`config.mk`:
```
export PLATFORM = sky130hd
export DESIGN_NAME = pico_cpu_core
export DESIGN_NICKNAME = d
export VERILOG_FILES = /design/src/rtl/pico_cpu_core.sv
export SDC_FILE = /design/constraint.sdc
export NUM_CORES = 1
export LEC_CHECK = 0
export CAP_MARGIN = 20
export CORE_MARGIN = 5
export CORE_UTILIZATION = 48
export DETAILED_ROUTE_END_ITERATION = 8
export GPL_TIMING_DRIVEN = 0
export PLACE_DENSITY = 0.79
export SLEW_MARGIN = 40
export SYNTH_ARGS = -nofsm -noshare
export SYNTH_HDL_FRONTEND = slang
export SYNTH_SLANG_ARGS = --single-unit
```
`constraint.sdc`:
```
create_clock -name CLK -period 2.05 [get_ports CLK]
set_input_delay 0.615 -clock CLK [delete_from_list [all_inputs] [get_ports CLK]]
set_output_delay 0.615 -clock CLK [all_outputs]
set_load 0.02 [all_outputs]
```
`src/rtl/pico_cpu_core.sv`:
```
// pico_cpu_core: accumulator CPU for picoCPU, sole master of the 64x8 memory/port block.
// Executes the 8-bit ADD/JNZ/LDA/STA ISA; bus outputs are decoded from state and registers.
module pico_cpu_core (
  input  logic       CLK,
  input  logic       RES_N,
  input  logic       RUN,
  output logic [5:0] ADDR,
  output logic       RE,
  output logic       WE,
  output logic [7:0] WDATA,
  input  logic [7:0] RDATA,
  output logic [5:0] PC,
  output logic [7:0] ACC,
  output logic       HALTED,
  output logic       RETIRE
);

  typedef enum logic [2:0] {
    StIdle   = 3'd0,
    StFetch  = 3'd1,
    StDecode = 3'd2,
    StLoad   = 3'd3,
    StLwait  = 3'd4,
    StStore  = 3'd5
  } state_e;

  localparam logic [1:0] OpAdd = 2'b00;
  localparam logic [1:0] OpJnz = 2'b01;
  localparam logic [1:0] OpLda = 2'b10;
  localparam logic [1:0] OpSta = 2'b11;

  state_e     state_q, state_d;
  logic [5:0] pc_q, pc_d;
  logic [7:0] acc_q, acc_d;
  logic [7:0] ir_q, ir_d;

  logic [5:0] pc_inc;
  logic [7:0] imm_sext;
  state_e     run_next;
  logic       unused_ir_op;

  // Increment wraps naturally at 6 bits (0x3f -> 0x00).
  assign pc_inc   = pc_q + 6'd1;
  assign imm_sext = {{2{RDATA[5]}}, RDATA[5:0]};
  // RUN is only consulted at instruction boundaries (IDLE and retire cycles).
  assign run_next = RUN ? StFetch : StIdle;
  // Opcode bits of IR are not needed once the LOAD/STORE path has been chosen.
  assign unused_ir_op = ^ir_q[7:6];

  // Architectural state; reset clears everything asynchronously, aborting any bus cycle.
  always_ff @(posedge CLK or negedge RES_N) begin
    if (!RES_N) begin
      state_q <= StIdle;
      pc_q    <= 6'd0;
      acc_q   <= 8'd0;
      ir_q    <= 8'd0;
    end else begin
      state_q <= state_d;
      pc_q    <= pc_d;
      acc_q   <= acc_d;
      ir_q    <= ir_d;
    end
  end

  // Next-state, register updates and bus decode for the multi-cycle sequencer.
  always_comb begin
    state_d = state_q;
    pc_d    = pc_q;
    acc_d   = acc_q;
    ir_d    = ir_q;
    RE      = 1'b0;
    WE      = 1'b0;
    ADDR    = pc_q;
    WDATA   = acc_q;
    RETIRE  = 1'b0;

    unique case (state_q)
      StIdle: begin
        state_d = run_next;
      end

      StFetch: begin
        RE      = 1'b1;
        state_d = StDecode;
      end

      StDecode: begin
        // RDATA carries the fetched instruction this cycle.
        ir_d = RDATA;
        unique case (RDATA[7:6])
          OpAdd: begin
            acc_d   = acc_q + imm_sext;
            pc_d    = pc_inc;
            RETIRE  = 1'b1;
            state_d = run_next;
          end
          OpJnz: begin
            pc_d    = (acc_q != 8'd0) ? RDATA[5:0] : pc_inc;
            RETIRE  = 1'b1;
            state_d = run_next;
          end
          OpLda: begin
            pc_d    = pc_inc;
            state_d = StLoad;
          end
          OpSta: begin
            pc_d    = pc_inc;
            state_d = StStore;
          end
          default: begin
            state_d = StIdle;
          end
        endcase
      end

      StLoad: begin
        RE      = 1'b1;
        ADDR    = ir_q[5:0];
        state_d = StLwait;
      end

      StLwait: begin
        acc_d   = RDATA;
        RETIRE  = 1'b1;
        state_d = run_next;
      end

      StStore: begin
        WE      = 1'b1;
        ADDR    = ir_q[5:0];
        RETIRE  = 1'b1;
        state_d = run_next;
      end

      default: begin
        state_d = StIdle;
      end
    endcase
  end

  // Debug views of the architectural registers.
  always_comb begin
    PC     = pc_q;
    ACC    = acc_q;
    HALTED = (state_q == StIdle);
  end

  // Single-port memory: a read and a write can never share a cycle.
  a_re_we_excl : assert property (@(posedge CLK) disable iff (!RES_N) !(RE && WE));
  // Each STA produces exactly one write cycle.
  a_we_single : assert property (@(posedge CLK) disable iff (!RES_N) WE |=> !WE);

endmodule

```
# [Yosys cells after proc, flatten, opt, wreduce, memory -nomap -nowiden]
# Index checks and enable logic that the tools add are counted.
[op_classes] n_shift=0 n_mux=12 mul=0 n_reduce_logical=11 div_mod_pow=0 bitwise_logic=0 n_addsub=2 magnitude_cmp=0 eq_ne=9
[ops] operator="$pmux W8 S2" n=1
[ops] operator="$mux W6" n=2
[ops] operator="$pmux W3 S4" n=1
[ops] operator="$pmux W6 S2" n=1
[ops] operator="$pmux W3 S3" n=1
[ops] operator="$add A8 B8 Y8" n=1
[ops] operator="$mux W8" n=1
[ops] operator="$reduce_bool A8 Y1" n=1
[ops] operator="$reduce_or A2 Y1" n=4
[ops] operator="$add A6 B1 Y6 const B" n=1
[ops] operator="$eq A3 B2 Y1 const B" n=2
[ops] operator="$eq A3 B3 Y1 const B" n=2
[ops] operator="$reduce_or A3 Y1" n=2
[ops] operator="$eq A2 B2 Y1 const B" n=2
[ops] operator="$mux W1" n=4
[ops] operator="$eq A3 B1 Y1 const B" n=1
[ops] operator="$logic_not A3 Y1" n=1
[ops] operator="$eq A2 B1 Y1 const B" n=1
[ops] operator="$logic_not A2 Y1" n=1
[ops] operator="$ne A2 B2 Y1 const B" n=1
[ops] operator="$pmux W1 S2" n=1
[ops] operator="$reduce_and A2 Y1" n=1
[ops] operator="$reduce_bool A2 Y1" n=1
[totals] out_inout_bits=32 ramBits=0 latch_bits=0 mem_bits_ro=0 input_bits=11 mem_count=0 register_bits=23

# [Longest topological paths before layout]
# Gate-level depths: netlist (run 1).
[depth] ltp_word=4 ltp_mapped=9 mapped_depth_nobuf=9

# [Worst setup path after synthesis (run 1)]
# OpenSTA, ideal clock, no wires.
[synth_timing] kind="in2reg" from="in RDATA[2]" to="reg acc_q[7], in the netlist ACC[7]" stages=7 t_arrival_ns=1.896 required_ns=1.924 n_path_buf=0 setup_slack_ns=0.028 cell_sequence="ha_1 -> a21oi_1 -> nand2_1 -> a21oi_1 -> xor2_1 -> a21o_1 -> a221o_1"
[synth_between] elab_chain_cells=3
[synth_rtl] element="start: declaration" line="11" text="input logic [7:0] RDATA,"
[synth_rtl] element="$add A8 B8 Y8" line="92" text="acc_d = acc_q + imm_sext;"
[synth_rtl] element="$mux W8" line="90" text="unique case (RDATA[7:6])"
[synth_rtl] element="$pmux W8 S2" line="77" text="unique case (state_q)"
[synth_rtl] element="end signal: assignment" line="55" text="acc_q <= 8'd0;"
[synth_rtl] element="end signal: assignment" line="60" text="acc_q <= acc_d;"
[synth_rtl] element="end: declaration" line="34" text="logic [7:0] acc_q, acc_d;"
# Every way passes these cells. The select of a mux whose other input is x is not followed.
# A chain may end at the register's enable or synchronous reset.

# [Final worst setup path (run 1)]
[layout_timing] from="reg state_q[1]" to="out ADDR[1]"
[layout_between] elab_chain_cells=3 word_cells_on_any_way=4 cone_classes="2 x eq/ne; 1 x mux; 1 x reduce/logical"
[layout_rtl] element="start: declaration" line="32" text="state_e state_q, state_d;"
[layout_rtl] element="start signal: assignment" line="53" text="state_q <= StIdle;"
[layout_rtl] element="start signal: assignment" line="58" text="state_q <= state_d;"
[layout_rtl] element="$eq A3 B3 Y1 / $eq A3 B2 Y1 (equally long branches)" line="77"
[layout_rtl] element="$reduce_or A2 Y1 (no line) (*)"
[layout_rtl] element="$mux W6 (*)" line="77"
[layout_rtl] element="end: declaration" line="7" text="output logic [5:0] ADDR,"
# Mark *: on every way between the ends. The rest lies on a longest branch, timed or not.

==> impl_metrics.env, run 1 <==
export IMPL_status="complete, but fails checks"
export IMPL_violations="setup timing"
export IMPL_setup_violations=7
export IMPL_start_util_pct=51.09
export IMPL_period_minus_slack_ns=2.413
export IMPL_cap_violations=0
export IMPL_final_cells=275
export IMPL_vias_per_cell=5.553
export IMPL_slowest_stage="dfrtp_2"
export IMPL_rsz0062_at_grt="true"
export IMPL_initialDrtViolationCount=131
export IMPL_diodes=0
export IMPL_drive_above_1_share_pct=32.90
export IMPL_path_max_fanout=4
export IMPL_gp_congestion=0.9037
export IMPL_met3RoutedLength_um=223
export IMPL_clockBufferDepth=2
export IMPL_finalHoldViolCount=0
export IMPL_dr_pass1_iters=4
export IMPL_p_leak_nw=1.152
export IMPL_start_kind="flip-flop"
export IMPL_cpMostUsedCell="buf_6"
export IMPL_drv_slew=0
export IMPL_ir_worst_vdd_v=0.0008920
export IMPL_dp_cells=261
export IMPL_crit_family="flip-flops"
export IMPL_r2r_cells=8
export IMPL_final_common_cell="nand2_1"
export IMPL_syn2layout_area_growth_pct=47.36
export IMPL_vias=1527
export IMPL_clock_skew_ns=0.01124
export IMPL_path_cells="and2b_1 > o21ai_4 > buf_6 > mux2_4 > buf_6"
export IMPL_r2r_setup_slack_ns=0.07
export IMPL_root_buffer="clkbuf_4"
export IMPL_portBuffers=42
export IMPL_antenna_found_initial=0
export IMPL_cts_made_buffers=3
export IMPL_clock_sinks=23
export IMPL_htree_levels=1
export IMPL_power_per_cell_area_nw_per_um2=1651
export IMPL_ys_warn_count=0
export IMPL_timing_rr_start="ACC[6]"
export IMPL_ys_seq_area_share_pct=36.31
export IMPL_cts_tree="built"
export IMPL_crit_type="reg2out"
export IMPL_grt_pass1_vias=1596
export IMPL_cp_endpoint="ADDR[1]"
export IMPL_grt_pass1_wl_mm=7.548
export IMPL_synthCells=175
export IMPL_synth_seq_cells=23
export IMPL_top_layer_used="met4"
export IMPL_synth_cell_types=44
export IMPL_wl_met2_mm=2.350
export IMPL_grt_max_degree=24
export IMPL_setup_ws_ns=-0.3630
export IMPL_route_detailed_drc=0
export IMPL_worst_path_stages=5
export IMPL_end_kind="primary output"
export IMPL_core_area_um2=3103
export IMPL_wl_mm=4.561
export IMPL_layout_common_cells="nand2_1 (27), dfrtp_1 (17), buf_4 (16)"
export IMPL_drt_met1_wl_mm=1.941
export IMPL_critical_path_startpoint="state_q[1]"
export IMPL_drt_wirelength_per_cell_um=16.59
export IMPL_crit_path_max_incr_delay_ns=0.48
export IMPL_worstPathRequired_ns=1.43
export IMPL_rows=20
export IMPL_period_share_pct=117.7
export IMPL_syn_nets=195
export IMPL_ant_nets=0
export IMPL_min_path_type="in2async"
export IMPL_io_pins=43
export IMPL_worstPathArrival_ns=1.80
export IMPL_fillers=242
export IMPL_final_nets=252
export IMPL_setup_tns_ns=-2.140
export IMPL_die_w_um=67.47
export IMPL_slew_headroom_pct=63.01
export IMPL_cp_buffers_inverters=2
export IMPL_overflow=0
export IMPL_die_area_um2=4552
export IMPL_syn_area_um2=1585
export IMPL_insertion_delay_ns=0.32
export IMPL_clk_pin_slew_ns=0.14
export IMPL_die_h_um=67.47
export IMPL_syn_area_per_cell_um2=9.059
export IMPL_r2r_end="ACC[7]"
export IMPL_grtUsageTotal_pct=21.78
export IMPL_worstMarginPinSlew_ns=0.5548
export IMPL_fmax_mhz=414.4
export IMPL_dp_hpwl_mm=3.033
kinds of logic (layout without fill, tap and decap cells):
kind of cell / after synthesis / after routing / share of synthesized area, %
adder cells (fa/ha/maj): 9 / 9 / 7.577
multiplexers: 8 / 8 / 5.525
XOR/XNOR: 4 / 4 / 2.210
flip-flops: 23 / 23 / 36.31
buffers and inverters: 18 / 74 / 7.418
AO/OA/AOI/OAI: 44 / 44 / 16.66
AND/OR/NAND/NOR: 69 / 69 / 24.31
where the power goes:
group | total (mW) | internal, mW | switching (mW)
combinational | 2.70 | 1.36 | 1.35
clock | 0.225 | 0.0760 | 0.149
sequential | 0.926 | 0.678 | 0.248
total | 3.86 | 2.11 | 1.74
registers in the layout, summed over array words and instances (netlist names):
| name | count |
|---|---|
| ACC | 8 |
| PC | 6 |
| state_q | 3 |
| ir_q | 6 |
cells in the mapped netlist, drive strengths merged:
library cell  number  share of area, %
a211oi             1              0.47
a21o               1              0.47
a21oi             15               5.0
a221o              2               1.3
a22oi              4               1.9
and2               2              0.79
and2b              2              0.95
and3               1              0.39
buf               12               6.0
clkbuf             3              0.71
dfrtp             23                36
fa                 1               1.3
ha                 8               6.3
inv                3              0.71
mux2               6               4.3
mux2i              2               1.3
nand2             28               6.8
nand2b             4               1.6
nand3              5               1.6
nor2               6               3.1
nor2b              7               2.8
nor3               7               3.2
nor3b              2              0.95
nor4               2              0.79
o21ai             17               5.6
o221ai             1              0.55
o22ai              1              0.39
o311ai             1              0.55
o31ai              1              0.47
or2                1              0.39
or2b               1              0.71
or3                1              0.39
xnor2              2               1.1
xor2               2               1.1
layout make-up:
| type | instances | area (um2) | share of cell area (%) |
|---|---|---|---|
| Sequential cell | 23 | 583.1 | 24.96 |
| Timing Repair Buffer | 54 | 518.0 | 22.17 |
| Multi-Input combinational cell | 134 | 1028 | 44.03 |
| Clock buffer | 4 | 26.28 | 1.125 |
| Tap cell | 44 | 55.05 | 2.357 |
| Buffer | 13 | 113.9 | 4.874 |
| Inverter | 3 | 11.26 | 0.4821 |
routing by layer:
metal / vias to the layer above / global-route usage, %
li1: 723 / -
met1: 747 / 28.67
met2: 51 / 37.06
met3: 6 / 3.494
met4: 0 / 5.316
met5: - / 0
how the worst min path moves through the flow:
stage / from / to / slack (ns)
2_1_floorplan: RES_N / ACC[0] / 0.32
3_3_place_gp: ir_q[0] / ir_q[0] / 0.45
3_5_place_dp: ir_q[1] / ir_q[1] / 0.47
4_1_cts: RES_N / ir_q[4] / 0.28
5_1_grt: RES_N / PC[4] / 0.29
6_report: RES_N / ir_q[4] / 0.26
stage by stage:
step	hold slack [ns]	instance area, um2	util (%)	worst slack [ns]	total power [mW]
6_report	0.2603	2336	75.28	-0.3630	3.856
3_5_place_dp	0.4673	2056	66.25	-0.7041	3.219
3_3_place_gp	0.4548	2061	66.41	-0.6656	3.152
2_1_floorplan	0.3194	1585	-	0.02819	2.319
5_1_grt	0.2923	2336	75.28	-0.4364	4.130
4_1_cts	0.2762	2233	71.98	-0.3627	3.670
what timing repair did:
item,in CTS,in global routing
hold buffers,0,0
setup buffers,10,2
resized for setup,88,32
endpoints found under the setup margin,23,25
pin swaps,4,1
(Power assumes the default switching activity.)
==> run 2: changes to the inputs <==
--- a/config.mk
+++ b/config.mk
@@ -11,6 +11,7 @@
 export DETAILED_ROUTE_END_ITERATION = 8
 export GPL_TIMING_DRIVEN = 0
 export PLACE_DENSITY = 0.79
+export SETUP_SLACK_MARGIN = 0.2
 export SLEW_MARGIN = 40
 export SYNTH_ARGS = -nofsm -noshare
 export SYNTH_HDL_FRONTEND = slang
==> impl_metrics.env, run 2 (synthesized netlist as in run 1, its figures left out) <==
export IMPL_status="complete, but fails checks"
export IMPL_violations="setup timing"
export IMPL_drv_slew=0
export IMPL_rows=20
export IMPL_period_share_pct=125.2
export IMPL_period_minus_slack_ns=2.567
export IMPL_largest_reg_flops=8
export IMPL_root_buffer="clkbuf_4"
export IMPL_die_h_um=67.47
export IMPL_clockBufferDepth=2
export IMPL_worstPathArrival_ns=1.95
export IMPL_clk_pin_slew_ns=0.15
export IMPL_place_worst_setup_slack_ns=-0.6613
export IMPL_cts_made_buffers=3
export IMPL_io_pins=43
export IMPL_final_common_cell="buf_4"
export IMPL_fin_util_pct=88.02
export IMPL_layout_common_cells="buf_4 (39), buf_6 (29), nand2_1 (23)"
export IMPL_hold_slack_ns=0.2316
export IMPL_drive_above_1_share_pct=52.08
export IMPL_final_nets=286
export IMPL_worstMarginPinSlew_ns=0.5392
export IMPL_antenna_found_initial=0
export IMPL_clock_skew_ns=0.003443
export IMPL_initialDrtViolationCount=162
export IMPL_route_detailed_drc=0
export IMPL_finalHoldViolCount=0
export IMPL_rsz0062_at_grt="true"
export IMPL_cts_tree="built"
export IMPL_ir_worst_vdd_v=0.0008575
export IMPL_end_kind="primary output"
export IMPL_grtUsageTotal_pct=27.23
export IMPL_htree_levels=1
export IMPL_wl_mm=6.415
export IMPL_die_area_um2=4552
export IMPL_hold_buffers=0
export IMPL_crit_type="reg2out"
export IMPL_vias_per_cell=5.864
export IMPL_die_w_um=67.47
export IMPL_core_area_um2=3103
export IMPL_grt_pass1_vias=1763
export IMPL_start_kind="flip-flop"
export IMPL_power_per_cell_area_nw_per_um2=1700
export IMPL_diodes=0
export IMPL_setup_ws_ns=-0.5169
export IMPL_ant_nets=0
export IMPL_vias=1812
export IMPL_clock_sinks=23
export IMPL_portBuffers=42
export IMPL_start_util_pct=51.09
export IMPL_dp_hpwl_mm=3.264
export IMPL_dr_pass1_iters=4
export IMPL_design_area_um2=2731
export IMPL_cap_violations=0
export IMPL_path_max_fanout=5
export IMPL_syn2layout_area_growth_pct=72.30
export IMPL_dpl_cell_area_um2=2162
export IMPL_grt_max_degree=24
export IMPL_min_path_type="in2async"
export IMPL_insertion_delay_ns=0.33
export IMPL_fmax_mhz=389.6
export IMPL_gp_congestion=0.8684
export IMPL_p_leak_nw=1.274
export IMPL_setup_violations=10
export IMPL_drt_wirelength_per_cell_um=20.76
export IMPL_setup_tns_ns=-3.712
export IMPL_grt_pass1_wl_mm=9.101
export IMPL_overflow=0
export IMPL_worstPathRequired_ns=1.43
export IMPL_slew_headroom_pct=64.05
## run 2: what timing repair did
item | in CTS | in global routing
resized for setup | 161 | 24
buffers inserted | 32 | 12
endpoints found under the setup margin | 43 | 25
pin swaps | 10 | 6
endpoints found under the hold margin | 0 | 0
## run 2: path summary, 6_finish.rpt
kind	end	slack (ns)	startpoint	cells after the start
worst min-delay path	PC[0]	0.23	RES_N	1
worst min register to register	ir_q[0]	0.50	ir_q[0]	2
min in group CLK	ir_q[0]	0.50	ir_q[0]	2
worst max register to register	ACC[7]	-0.06	state_q[1]	11
worst max-delay path	ADDR[4]	-0.52	state_q[2]	5
max in group asynchronous	ACC[6]	1.42	RES_N	1
## run 2: where the power goes
group / internal, mW / leakage [nW] / switching, mW
combinational: 1.76 / 0.984 / 1.73
clock: 0.0749 / 0.0139 / 0.164
sequential: 0.680 / 0.276 / 0.234
total: 2.52 / 1.27 / 2.12
## run 2: cell type report
cell class                      count  area, um2
Clock inverter                      1      7.507
Timing Repair Buffer               86      770.7
Clock buffer                        3      22.52
Fill cell                         160      371.6
Buffer                             15      145.1
Sequential cell                    23      584.3
Inverter                            3      11.26
Multi-Input combinational cell    134       1135
Tap cell                           44      55.05
## run 2: through the flow
step	cells	total power, mW
after floorplan	175	2.446
after global placement	261	3.300
after detailed placement	261	3.386
after CTS	297	4.168
after global routing	309	4.885
final	309	4.644
## run 2: worst max-delay path, cell delays in order, from the launching register on
cell and delay, ns:
dfrtp_2 0.48, and2b_2 0.27, o21ai_4 0.28, buf_6 0.16
mux2_4 0.30, buf_6 0.13
## run 2: per-layer routing
| layer | vias to the layer above | wire, um | global-route usage (%) |
|---|---|---|---|
| met4 | 0 | 248 | 11.39 |
| li1 | 792 | - | - |
| met1 | 877 | 2418 | 32.22 |
| met3 | 27 | 457 | 3.993 |
| met2 | 116 | 3291 | 48.60 |
| met5 | - | 0 | 0 |
